<file path="config.mk">
export PLATFORM = sky130hd
export DESIGN_NAME = adc_tap_detector_flat
export DESIGN_NICKNAME = d
export VERILOG_FILES = /design/src/rtl/adc_tap_if.sv /design/src/rtl/adc_tap_detector.sv /design/src/flat_wrapper.sv
export SDC_FILE = /design/constraint.sdc
export NUM_CORES = 1
export LEC_CHECK = 0
export BUFFER_PORTS_ARGS = -buffer_cell sky130_fd_sc_hd__buf_4
export CORE_MARGIN = 5
export CORE_UTILIZATION = 50
export DETAILED_ROUTE_END_ITERATION = 8
export PLACE_DENSITY = 0.68
export SKIP_CTS_REPAIR_TIMING = 1
export SYNTH_ARGS = -nofsm -noshare
export SYNTH_HDL_FRONTEND = slang
export SYNTH_SLANG_ARGS = --single-unit
</file>
<file path="constraint.sdc">
create_clock -name clk -period 11.7 [get_ports clk]
set_input_delay 0.585 -clock clk [delete_from_list [all_inputs] [get_ports clk]]
set_output_delay 0.585 -clock clk [all_outputs]
set_load 0.01 [all_outputs]
</file>
<file path="src/rtl/adc_tap_if.sv">
// Sample stream from the SPI ADC controller plus the timestamped event drain port.
interface adc_tap_if;
    logic [9:0]  ch0_word;
    logic [9:0]  ch1_word;
    logic        valid;
    logic        evt_valid;
    logic        evt_ready;
    logic        evt_ch;
    logic [15:0] evt_time;

    modport master (
        output ch0_word, ch1_word, valid, evt_ready,
        input  evt_valid, evt_ch, evt_time
    );

    modport slave (
        input  ch0_word, ch1_word, valid, evt_ready,
        output evt_valid, evt_ch, evt_time
    );
endinterface

</file>
<file path="src/rtl/adc_tap_detector.sv">
// Two-channel EMA smoother with hysteresis threshold, per-channel holdoff and a
// show-ahead FIFO of timestamped rising-crossing events.
module adc_tap_detector #(
    parameter int SHIFT      = 3,
    parameter int TH_HI      = 600,
    parameter int TH_LO      = 400,
    parameter int HOLDOFF    = 16,
    parameter int FIFO_DEPTH = 4
) (
    input  logic       clk,
    input  logic       rst_n,
    adc_tap_if.slave   bus,
    output logic [9:0] level0_o,
    output logic [9:0] level1_o,
    output logic       above0_o,
    output logic       above1_o,
    output logic       overrun_o,
    output logic       dropped_o
);
    localparam int AW = 10 + SHIFT;
    localparam int HW = (HOLDOFF > 0) ? $clog2(HOLDOFF + 1) : 1;
    localparam int PW = $clog2(FIFO_DEPTH);
    localparam logic [9:0]    TH_HI_L = 10'(TH_HI);
    localparam logic [9:0]    TH_LO_L = 10'(TH_LO);
    localparam logic [HW-1:0] HOLD_L  = HW'(HOLDOFF);
    localparam logic [PW:0]   DEPTH_L = (PW + 1)'(FIFO_DEPTH);

    typedef enum logic [1:0] {IDLE, CH0, CH1} state_t;

    state_t      state_q;
    logic [9:0]  word_q [2];
    logic [15:0] sample_cnt_q;
    logic [15:0] ts_q;
    logic        overrun_q;

    always_ff @(posedge clk or negedge rst_n) begin
        if (!rst_n) begin
            state_q      <= IDLE;
            word_q[0]    <= '0;
            word_q[1]    <= '0;
            sample_cnt_q <= '0;
            ts_q         <= '0;
            overrun_q    <= 1'b0;
        end else begin
            case (state_q)
                IDLE: begin
                    if (bus.valid) begin
                        word_q[0]    <= bus.ch0_word;
                        word_q[1]    <= bus.ch1_word;
                        ts_q         <= sample_cnt_q;
                        sample_cnt_q <= sample_cnt_q + 16'd1;
                        state_q      <= CH0;
                    end
                end
                CH0: begin
                    state_q <= CH1;
                    if (bus.valid) overrun_q <= 1'b1;
                end
                CH1: begin
                    state_q <= IDLE;
                    if (bus.valid) overrun_q <= 1'b1;
                end
                default: state_q <= IDLE;
            endcase
        end
    end

    logic [1:0] fire;
    logic [9:0] level_w [2];
    logic [1:0] above_w;

    for (genvar gi = 0; gi < 2; gi++) begin : g_ch
        logic [AW-1:0] acc_q;
        logic [AW-1:0] acc_d;
        logic [9:0]    level_q;
        logic [9:0]    level_d;
        logic          above_q;
        logic [HW-1:0] hold_q;
        logic          proc;
        logic          rise;

        assign proc    = (gi == 0) ? (state_q == CH0) : (state_q == CH1);
        // Modular wrap of the intermediate sum is harmless: the final value fits.
        assign acc_d   = acc_q + AW'(word_q[gi]) - (acc_q >> SHIFT);
        assign level_d = acc_d[SHIFT +: 10];
        assign rise    = !above_q && (level_d >= TH_HI_L);
        assign fire[gi] = proc && rise && (hold_q == '0);

        always_ff @(posedge clk or negedge rst_n) begin
            if (!rst_n) begin
                acc_q   <= '0;
                level_q <= '0;
                above_q <= 1'b0;
                hold_q  <= '0;
            end else if (proc) begin
                acc_q   <= acc_d;
                level_q <= level_d;
                if (rise)
                    above_q <= 1'b1;
                else if (above_q && (level_d <= TH_LO_L))
                    above_q <= 1'b0;
                // Holdoff reloads on every emitted crossing, even if the FIFO drops it.
                if (fire[gi])
                    hold_q <= HOLD_L;
                else if (hold_q != '0)
                    hold_q <= hold_q - HW'(1);
            end
        end

        assign level_w[gi] = level_q;
        assign above_w[gi] = above_q;
    end

    assign level0_o  = level_w[0];
    assign level1_o  = level_w[1];
    assign above0_o  = above_w[0];
    assign above1_o  = above_w[1];
    assign overrun_o = overrun_q;

    logic [16:0]   mem_q [FIFO_DEPTH];
    logic [PW-1:0] wr_ptr_q;
    logic [PW-1:0] rd_ptr_q;
    logic [PW:0]   count_q;
    logic          dropped_q;
    logic          full;
    logic          empty;
    logic          push;
    logic          push_ok;
    logic          pop;

    assign full    = (count_q == DEPTH_L);
    assign empty   = (count_q == '0);
    assign push    = |fire;
    assign push_ok = push && !full;
    assign pop     = !empty && bus.evt_ready;

    always_ff @(posedge clk or negedge rst_n) begin
        if (!rst_n) begin
            for (int i = 0; i < FIFO_DEPTH; i++) mem_q[i] <= '0;
            wr_ptr_q  <= '0;
            rd_ptr_q  <= '0;
            count_q   <= '0;
            dropped_q <= 1'b0;
        end else begin
            if (push_ok) begin
                mem_q[wr_ptr_q] <= {fire[1], ts_q};
                wr_ptr_q        <= wr_ptr_q + PW'(1);
            end
            if (pop) rd_ptr_q <= rd_ptr_q + PW'(1);
            case ({push_ok, pop})
                2'b10:   count_q <= count_q + (PW + 1)'(1);
                2'b01:   count_q <= count_q - (PW + 1)'(1);
                default: count_q <= count_q;
            endcase
            if (push && full) dropped_q <= 1'b1;
        end
    end

    assign bus.evt_valid = !empty;
    assign bus.evt_ch    = mem_q[rd_ptr_q][16];
    assign bus.evt_time  = mem_q[rd_ptr_q][15:0];
    assign dropped_o     = dropped_q;
endmodule
</file>
<file path="src/flat_wrapper.sv">
// flat-port wrapper written by rule: the top's interface ports become plain ports
module adc_tap_detector_flat 
#(
    parameter int SHIFT      = 3,
    parameter int TH_HI      = 600,
    parameter int TH_LO      = 400,
    parameter int HOLDOFF    = 16,
    parameter int FIFO_DEPTH = 4
)
  (clk, rst_n, level0_o, level1_o, above0_o, above1_o, overrun_o, dropped_o, bus_ch0_word, bus_ch1_word, bus_valid, bus_evt_ready, bus_evt_valid, bus_evt_ch, bus_evt_time);
  adc_tap_if bus_i ();
  input  logic clk;
  input  logic rst_n;
  output logic [9:0] level0_o;
  output logic [9:0] level1_o;
  output logic above0_o;
  output logic above1_o;
  output logic overrun_o;
  output logic dropped_o;
  input wire logic [$bits(bus_i.ch0_word)-1:0] bus_ch0_word;
  input wire logic [$bits(bus_i.ch1_word)-1:0] bus_ch1_word;
  input wire logic [$bits(bus_i.valid)-1:0] bus_valid;
  input wire logic [$bits(bus_i.evt_ready)-1:0] bus_evt_ready;
  output wire logic [$bits(bus_i.evt_valid)-1:0] bus_evt_valid;
  output wire logic [$bits(bus_i.evt_ch)-1:0] bus_evt_ch;
  output wire logic [$bits(bus_i.evt_time)-1:0] bus_evt_time;
  assign bus_i.ch0_word = bus_ch0_word;
  assign bus_i.ch1_word = bus_ch1_word;
  assign bus_i.valid = bus_valid;
  assign bus_i.evt_ready = bus_evt_ready;
  assign bus_evt_valid = bus_i.evt_valid;
  assign bus_evt_ch = bus_i.evt_ch;
  assign bus_evt_time = bus_i.evt_time;
  adc_tap_detector #(.SHIFT(SHIFT), .TH_HI(TH_HI), .TH_LO(TH_LO), .HOLDOFF(HOLDOFF), .FIFO_DEPTH(FIFO_DEPTH)) u_core (.clk(clk), .rst_n(rst_n), .bus(bus_i), .level0_o(level0_o), .level1_o(level1_o), .above0_o(above0_o), .above1_o(above1_o), .overrun_o(overrun_o), .dropped_o(dropped_o));
endmodule
</file>
==> results of run 1 <==
-- routing by layer --
metal,vias to the layer above,wire length (microns)
li1,2957,-
met1,2994,8790
met2,82,8620
met3,14,463
met4,0,196
met5,-,0
-- path summary, 6_finish.rpt --
check / from / to / slack [ps] / cells past startpoint
max in group asynchronous: rst_n / u_core.mem_q[0] / 10050 / 2
worst min-delay path: rst_n / u_core.word_q[5] / 230 / 1
worst max register to register: u_core.level0_o[1] / u_core.count_q[2] / 6780 / 17
worst max-delay path: u_core.level0_o[1] / u_core.count_q[2] / 6780 / 17
worst min register to register: u_core.overrun_o / u_core.overrun_o / 470 / 1
min in group clk: bus_ch0_word[2] / u_core.word_q[12] / 360 / 3
-- cell usage in the layout (no fill, tap or decap), types with 5 or more instances in the layout --
master and instances:
nor3_1 12, nor2_1 24, xor2_1 11, mux4_2 17, or3_1 8, xnor2_1 26
inv_1 104, dfrtp_1 169, a211oi_1 5, nand4_1 10, a21oi_1 21, a21o_1 16
fa_1 21, o211ai_1 9, buf_4 68, and2_1 5, mux2_2 55, o21ai_0 65
and3_1 5, clkbuf_16 17, ha_1 38, nand3_1 11, nand2_1 68, mux2_4 30
-- cells by family (layout without fill, tap and decap cells) --
kind of cell               after synthesis  count (layout)
AOI/OAI and AO/OA                      154             154
xor gates and xnor gates                37              37
adders and majority gates               59              59
buffers and inverters                  150             205
DFF                                    169             169
muxes                                  104             104
and+or+nand+nor                        165             165
-- worst reg2reg max path, delay by kind of cell (launching register included) --
kind	cells	cell delay [ps]
AO/OA/AOI/OAI	6	2130
adder cells (fa/ha/maj)	4	1550
flip-flops	1	410
XOR/XNOR	2	300
buffers and inverters	3	230
AND/OR/NAND/NOR	2	220
-- stage by stage --
stage | hold slack (ps) | instance area (sq um)
2_1_floorplan | 289 | 9410
3_3_place_gp | 445 | 9940
3_5_place_dp | 450 | 9940
4_1_cts | 314 | 10500
5_1_grt | 353 | 10500
6_report | 231 | 10500
-- layout make-up --
class                   count  area, sq um  area share [%]
repair buffers             69          522            4.96
flip-flops and latches    169         4230            40.2
multi-input cells         519         4510            42.9
clock buffers              17          425            4.04
inverters                 104          390            3.71
clock inverters            15          153            1.45
well taps                 234          293            2.78
-- flip-flops by register name, summed over array words and instances, names as in the netlist --
signal and flops:
u_core.dropped_o 1, u_core.mem_q 68, u_core.level1_o 10, u_core.wr_ptr_q 2, u_core.count_q 3, u_core.above0_o 1, u_core.above1_o 1, u_core.word_q 20
u_core.sample_cnt_q 16, u_core.overrun_o 1, u_core.state_q 2, u_core.g_ch.hold_q 10, u_core.g_ch.acc_q 6, u_core.ts_q 16, u_core.rd_ptr_q 2, u_core.level0_o 10
==> results.sh, run 1 <==
export IMPL_synth_edf_count=0
export IMPL_cp_cell_sequence="fa_1 > inv_1 > fa_1 > a21o_1 > a221oi_2 > nor4b_1 > a311o_1 > o31a_1 > o31ai_4 > a21oi_1 > inv_1 > ha_1 > inv_1 > fa_1 > xor2_1 > nor2_1 > xor2_1"
export IMPL_clockBufferDepth=2
export IMPL_rows=50
export IMPL_grt_max_degree=104
export IMPL_clock_fmax_mhz=203
export IMPL_synth_top_family_by_area="multiplexers"
export IMPL_worstPathMaxFanout=11
export IMPL_setup_viol=0
export IMPL_period_share_pct=42.1
export IMPL_firstDrtPassIters=4
export IMPL_netlist_area_leader_share_pct=44.9
export IMPL_syn_to_final_growth_pct=11.8
export IMPL_dr_first_iter_drc_count=315
export IMPL_synth_area_sq_um=9410
export IMPL_grt_pass1_vias=6153
export IMPL_utilization_pct=56.4
export IMPL_yosysMostFrequentCell="dfrtp_1"
export IMPL_path_clk_slew_ps=70
export IMPL_ys_ff_latch=169
export IMPL_wirelength_mm=18.1
export IMPL_status="complete, no violations"
export IMPL_period_needed_ps=4920
export IMPL_critPathRequiredTime_ps=12050
export IMPL_drc=0
export IMPL_layoutNonFillerInstCount=1127
export IMPL_critPathSlowestCell="o31ai_4"
export IMPL_postRouteAntennaNets=0
export IMPL_antenna_found_initial=0
export IMPL_grt_pass1_wl_mm=31.0
export IMPL_grtUsageMet2_pct=28.2
export IMPL_synthMuxAreaShare_pct=15.7
export IMPL_rsz0062_at_grt="no"
export IMPL_synth_adder_area_share_pct=9.52
export IMPL_crit_arrival_ps=5270
export IMPL_cts_root_buf="clkbuf_16"
export IMPL_drive_above_1_share_pct=24.0
export IMPL_path_buf_inv=3
export IMPL_yosysTopAreaCell="dfrtp_1"
export IMPL_finalWorstSetupSlack_ps=6780
export IMPL_numCtsBuffers=17
export IMPL_end_kind="flop"
export IMPL_placed_cells=1095
export IMPL_cts_tree="built"
export IMPL_grt_use_total_pct=17.7
export IMPL_antennaDiodeCount=0
export IMPL_slew_violations=0
export IMPL_drv_cap=0
export IMPL_cts_htree_levels=4
export IMPL_cp_top_family="compound AO/OA/AOI/OAI gates"
export IMPL_place_congestion=0.832
export IMPL_port_buffers=65
export IMPL_io_pins=66
export IMPL_ys_dominant_reg_cell="dfrtp_1"
export IMPL_met3_usage_pct=2.81
export IMPL_nNetsFinal=963
export IMPL_insertion_delay_ps=430
export IMPL_postSynthCellCount=838
export IMPL_yosys_top_cells_area="dfrtp_1, mux2_2, ha_1, mux2_4, fa_1"
export IMPL_crit_type="reg2reg"
export IMPL_clock_skew_final_ps=12.1
export IMPL_die_w_microns=147
export IMPL_initial_utilization_pct=50.5
export IMPL_ys_seq_area_share_pct=44.9
export IMPL_syn_nets=921
export IMPL_slowest_delay_ps=610
export IMPL_hold_class="in2async"
export IMPL_hold_viol_final=0
export IMPL_synthSimpleGateAreaFrac_pct=8.44
export IMPL_avgSynthCellArea_sq_um=11.2
export IMPL_fill_cells=1624
export IMPL_dieArea_sq_um=21700
export IMPL_synth_xor_area_share_pct=3.44
export IMPL_async_flop_share_pct=100
export IMPL_die_height_microns=147
export IMPL_wl_per_cell_microns=16.0
export IMPL_dp_slack_ps=6780
export IMPL_synth_compound_area_share_pct=10.9
export IMPL_critPathLaunchType="flop"
export IMPL_core_sq_um=18600
export IMPL_yosys_warnings=0
export IMPL_via_count=6047
export IMPL_max_slew_margin_pct=19.7
export IMPL_viasPerCell=5.37
export IMPL_clkSinkCount=169
export IMPL_tightest_slew_ps=1200
export IMPL_grt_busiest_layer="met2"
export IMPL_yosys_top_cells_count="dfrtp_1, inv_1, nand2_1, o21ai_0, mux2_2"
export IMPL_finalSetupTns_ps=0
export IMPL_post_dp_hpwl_mm=12.5
export IMPL_yosysUniqueCellTypes=60
export IMPL_grt_overflow_total=0
export IMPL_use_met1_pct=25.0
Power of run 1 is left out: the tool's default activity adds up to more than one toggle a clock period on the data nets, which glitch-free logic cannot reach.
==> run 2, diff against run 1 <==
--- a/config.mk
+++ b/config.mk
@@ -9,7 +9,7 @@
 export CORE_MARGIN = 5
 export CORE_UTILIZATION = 50
 export DETAILED_ROUTE_END_ITERATION = 8
-export PLACE_DENSITY = 0.68
+export PLACE_DENSITY = 0.71
 export SKIP_CTS_REPAIR_TIMING = 1
 export SYNTH_ARGS = -nofsm -noshare
 export SYNTH_HDL_FRONTEND = slang
==> constraint.sdc (replaced) <==
create_clock -name clk -period 4.3 [get_ports clk]
set_input_delay 0.215 -clock clk [delete_from_list [all_inputs] [get_ports clk]]
set_output_delay 0.215 -clock clk [all_outputs]
set_load 0.01 [all_outputs]
==> run 2 against run 1 <==
The run now ends with negative hold slack left. Clock-buffer cell count unchanged. Worst hold slack worse by 240 ps. Wire length increased by 4.3%. Core utilization rose by 2.5 points.
==> results.sh, run 2 (synthesized netlist as in run 1, its figures left out) <==
export IMPL_status="complete, but fails checks"
export IMPL_violations="negative hold slack"
export IMPL_tightest_slew_ps=1000
export IMPL_firstDrtPassIters=5
export IMPL_antennaDiodeCount=0
export IMPL_dr_first_iter_drc_count=369
export IMPL_final_cell_mix="dfrtp_1, inv_1, buf_4"
export IMPL_end_kind="flop"
export IMPL_critPathRequiredTime_ps=4640
export IMPL_final_common_cell="dfrtp_1"
export IMPL_drive_above_1_share_pct=28.4
export IMPL_finalSetupTns_ps=0
export IMPL_post_dp_hpwl_mm=12.8
export IMPL_core_sq_um=18600
export IMPL_crit_arrival_ps=4520
export IMPL_clock_fmax_mhz=240
export IMPL_cts_tree="built"
export IMPL_crit_type="reg2reg"
export IMPL_cts_root_buf="clkbuf_16"
export IMPL_place_congestion=0.849
export IMPL_syn_to_final_growth_pct=16.8
export IMPL_port_buffers=65
export IMPL_period_share_pct=97.0
export IMPL_setup_viol=0
export IMPL_numCtsBuffers=17
export IMPL_drv_cap=0
export IMPL_initial_utilization_pct=50.5
export IMPL_period_needed_ps=4170
export IMPL_utilization_pct=58.9
export IMPL_timing_hold_ws_ps=-7.00
export IMPL_hold_class="in2reg"
export IMPL_grt_overflow_total=0
export IMPL_cts_htree_levels=4
export IMPL_hold_viol_final=5
export IMPL_largest_register="u_core.mem_q"
export IMPL_grt_max_degree=107
export IMPL_dieArea_sq_um=21700
export IMPL_path_clk_slew_ps=70
export IMPL_rsz0062_at_grt="yes"
export IMPL_largest_reg_flops=68
export IMPL_antenna_found_initial=0
export IMPL_grt_pass1_vias=6227
export IMPL_clkSinkCount=169
export IMPL_rows=50
export IMPL_grt_pass1_wl_mm=31.7
export IMPL_slew_violations=0
export IMPL_drc=0
export IMPL_viasPerCell=5.42
export IMPL_postRouteAntennaNets=0
export IMPL_worstPathMaxFanout=4
export IMPL_die_height_microns=147
export IMPL_wl_per_cell_microns=16.3
export IMPL_clock_skew_final_ps=11.3
export IMPL_nNetsFinal=996
export IMPL_top_regs="u_core.mem_q: 68 flops, u_core.word_q: 20 flops"
export IMPL_layoutNonFillerInstCount=1160
export IMPL_io_pins=66
export IMPL_insertion_delay_ps=430
export IMPL_via_count=6288
export IMPL_die_w_microns=147
export IMPL_clockBufferDepth=2
export IMPL_placed_cells=1113
export IMPL_grt_use_total_pct=18.0
export IMPL_critPathLaunchType="flop"
export IMPL_wirelength_mm=18.9
export IMPL_max_slew_margin_pct=33.2
[run 2: cell count changes in the layout (fill, tap and decap cells not counted), sizes merged]
cell         delta
clkinvlp        -3
dlygate4sd3    +10
clkinv          +2
buf            +23
inv             +1
[run 2: area by class of cell]
type / count / area (sq um)
clock buffer: 17 / 425
clock inverter: 15 / 173
fill: 1506 / 7650
inverter: 104 / 390
multi-input combinational: 519 / 4630
sequential: 169 / 4230
tap: 234 / 293
timing repair buffer: 102 / 845
[run 2: worst max-delay path, stage by stage (launching register included)]
cell and delay, ps:
dfrtp_1 390, buf_4 140, fa_1 490, inv_1 60, ha_4 290, o211ai_1 170, o21ai_2 270, o21ai_2 90
a311o_1 370, o31a_1 340, o31ai_4 320, a21oi_2 100, inv_1 60, ha_2 180, inv_2 40, fa_2 320
xor2_1 140, nor2_1 120, xor2_1 170
[run 2: through the flow]
step,setup slack (ps),instance area [sq um],hold WS [ps]
5_1_grt,-75.1,11000,1.92
6_report,129,11000,-7.00
3_3_place_gp,103,10100,397
4_1_cts,-87.2,10700,-77.5
3_5_place_dp,-39.5,10100,389
2_1_floorplan,13.8,9410,-80.6
[run 2: layer usage]
layer,GRT usage [%],wire length (microns),vias to the layer above
li1,-,-,3030
met1,26.3,9300,3130
met2,28.0,8780,112
met3,3.52,558,16
met4,4.43,206,0
met5,0,0,-
[run 2: worst paths after layout]
check                              startpoint  depth (start not counted)  slack, ps                end
setup / recovery           u_core.level0_o[3]                         18        130  u_core.count_q[2]
hold reg to reg              u_core.dropped_o                          1        470   u_core.dropped_o
max in group asynchronous               rst_n                          3       2770   u_core.mem_q[61]
setup reg to reg           u_core.level0_o[3]                         18        130  u_core.count_q[2]
hold / removal                bus_ch1_word[0]                          3         -7   u_core.word_q[0]
min in group asynchronous               rst_n                          2        450  u_core.word_q[16]
Power of run 2 is left out for the same reason.
==> run 3, diff against run 2 <==
--- a/config.mk
+++ b/config.mk
@@ -10,6 +10,7 @@
 export CORE_UTILIZATION = 50
 export DETAILED_ROUTE_END_ITERATION = 8
 export PLACE_DENSITY = 0.71
+export RECOVER_POWER = 25
 export SKIP_CTS_REPAIR_TIMING = 1
 export SYNTH_ARGS = -nofsm -noshare
 export SYNTH_HDL_FRONTEND = slang
==> run 3 against run 2 <==
The run ends with negative hold slack, max-capacitance violations, max-slew violations left. Core utilization fell by 0.42 points. Final area fell by 0.72%. Clock-buffer cell count did not move. Critical path type unchanged. Highest routed layer unchanged.
==> results.sh, run 3 (synthesized netlist as in run 1, its figures left out) <==
export IMPL_status="complete, but fails checks"
export IMPL_violations="negative hold slack, max-capacitance violations, max-slew violations"
export IMPL_critPathLaunchType="flop"
export IMPL_insertion_delay_ps=430
export IMPL_final_common_cell="dfrtp_1"
export IMPL_clkSinkCount=169
export IMPL_place_congestion=0.849
export IMPL_hold_class="in2reg"
export IMPL_wl_per_cell_microns=16.2
export IMPL_cts_tree="built"
export IMPL_hold_viol_final=5
export IMPL_cts_htree_levels=4
export IMPL_core_sq_um=18600
export IMPL_grt_overflow_total=0
export IMPL_initial_utilization_pct=50.5
export IMPL_critPathRequiredTime_ps=4640
export IMPL_crit_type="reg2reg"
export IMPL_slew_violations=107
export IMPL_path_clk_slew_ps=70
export IMPL_grt_max_degree=107
export IMPL_nNetsFinal=996
export IMPL_die_w_microns=147
export IMPL_period_share_pct=97.0
export IMPL_postRouteAntennaNets=0
export IMPL_top_regs="u_core.mem_q: 68 flops, u_core.word_q: 20 flops"
export IMPL_dieArea_sq_um=21700
export IMPL_post_dp_hpwl_mm=12.8
export IMPL_timing_hold_ws_ps=-7.03
export IMPL_antennaDiodeCount=0
export IMPL_syn_to_final_growth_pct=16.0
export IMPL_rsz0062_at_grt="yes"
export IMPL_crit_arrival_ps=4510
export IMPL_drc=0
export IMPL_grt_use_total_pct=18.0
export IMPL_worstPathMaxFanout=4
export IMPL_largest_register="u_core.mem_q"
export IMPL_cts_root_buf="clkbuf_16"
export IMPL_drv_cap=1
export IMPL_tightest_slew_ps=2580
export IMPL_finalSetupTns_ps=0
export IMPL_period_needed_ps=4170
export IMPL_wirelength_mm=18.8
export IMPL_grt_pass1_wl_mm=31.7
export IMPL_port_buffers=65
export IMPL_numCtsBuffers=17
export IMPL_firstDrtPassIters=5
export IMPL_clock_fmax_mhz=240
export IMPL_end_kind="flop"
export IMPL_clock_skew_final_ps=12.2
export IMPL_antenna_found_initial=0
export IMPL_via_count=6270
export IMPL_final_cell_mix="dfrtp_1, inv_1, nand2_1, buf_4, o21ai_0"
export IMPL_largest_reg_flops=68
export IMPL_setup_viol=0
export IMPL_clockBufferDepth=2
export IMPL_rows=50
export IMPL_grt_pass1_vias=6227
export IMPL_dr_first_iter_drc_count=377
export IMPL_drive_above_1_share_pct=26.2
export IMPL_io_pins=66
export IMPL_die_height_microns=147
export IMPL_viasPerCell=5.41
export IMPL_max_slew_margin_pct=-72.2
-- run 3: path summary, 6_finish.rpt --
kind / startpoint / to / slack (ps) / cells past startpoint
worst max-delay path: u_core.level0_o[3] / u_core.count_q[2] / 130 / 18
worst min register to register: u_core.dropped_o / u_core.dropped_o / 470 / 1
worst max register to register: u_core.level0_o[3] / u_core.count_q[2] / 130 / 18
worst min-delay path: bus_ch0_word[3] / u_core.word_q[13] / -7 / 3
min in group asynchronous: rst_n / u_core.word_q[16] / 1090 / 2
max in group asynchronous: rst_n / u_core.mem_q[61] / 1580 / 3
-- run 3: layout make-up --
class / count / area, sq um
clock inverter: 15 / 173
fill: 1535 / 7730
tap: 234 / 293
multi-input combinational: 519 / 4630
clock buffer: 17 / 425
inverter: 104 / 390
sequential: 169 / 4230
timing repair buffer: 102 / 767
-- run 3: critical path: stages (launching register included) --
cell      delay (ps)
dfrtp_1          380
buf_4            140
fa_1             490
inv_1             60
ha_4             290
o211ai_1         170
o21ai_2          270
o21ai_2          100
a311o_1          370
o31a_1           340
o31ai_4          320
a21oi_2          100
inv_1             60
ha_2             180
inv_2             40
fa_2             320
xor2_1           140
nor2_1           120
xor2_1           170
-- run 3: routing by layer --
metal | GRT usage (%) | wire (microns) | vias to the layer above
met5 | 0 | 0 | -
met4 | 4.43 | 246 | 0
met3 | 3.52 | 605 | 21
met2 | 28.0 | 8760 | 115
met1 | 26.3 | 9170 | 3102
li1 | - | - | 3032
-- run 3: stage by stage --
step / setup slack (ps) / instance area (sq um) / utilization (%) / hold slack, ps / std cells
after floorplan: 13.8 / 9410 / - / -80.6 / 838
after global placement: 103 / 10100 / 54.3 / 397 / 1113
after detailed placement: -39.5 / 10100 / 54.3 / 389 / 1113
after CTS: -87.2 / 10700 / 57.6 / -77.5 / 1145
after global routing: -75.1 / 10900 / 58.5 / 1.92 / 1160
final: 131 / 10900 / 58.5 / -7.03 / 1160
Power of run 3 is left out for the same reason.
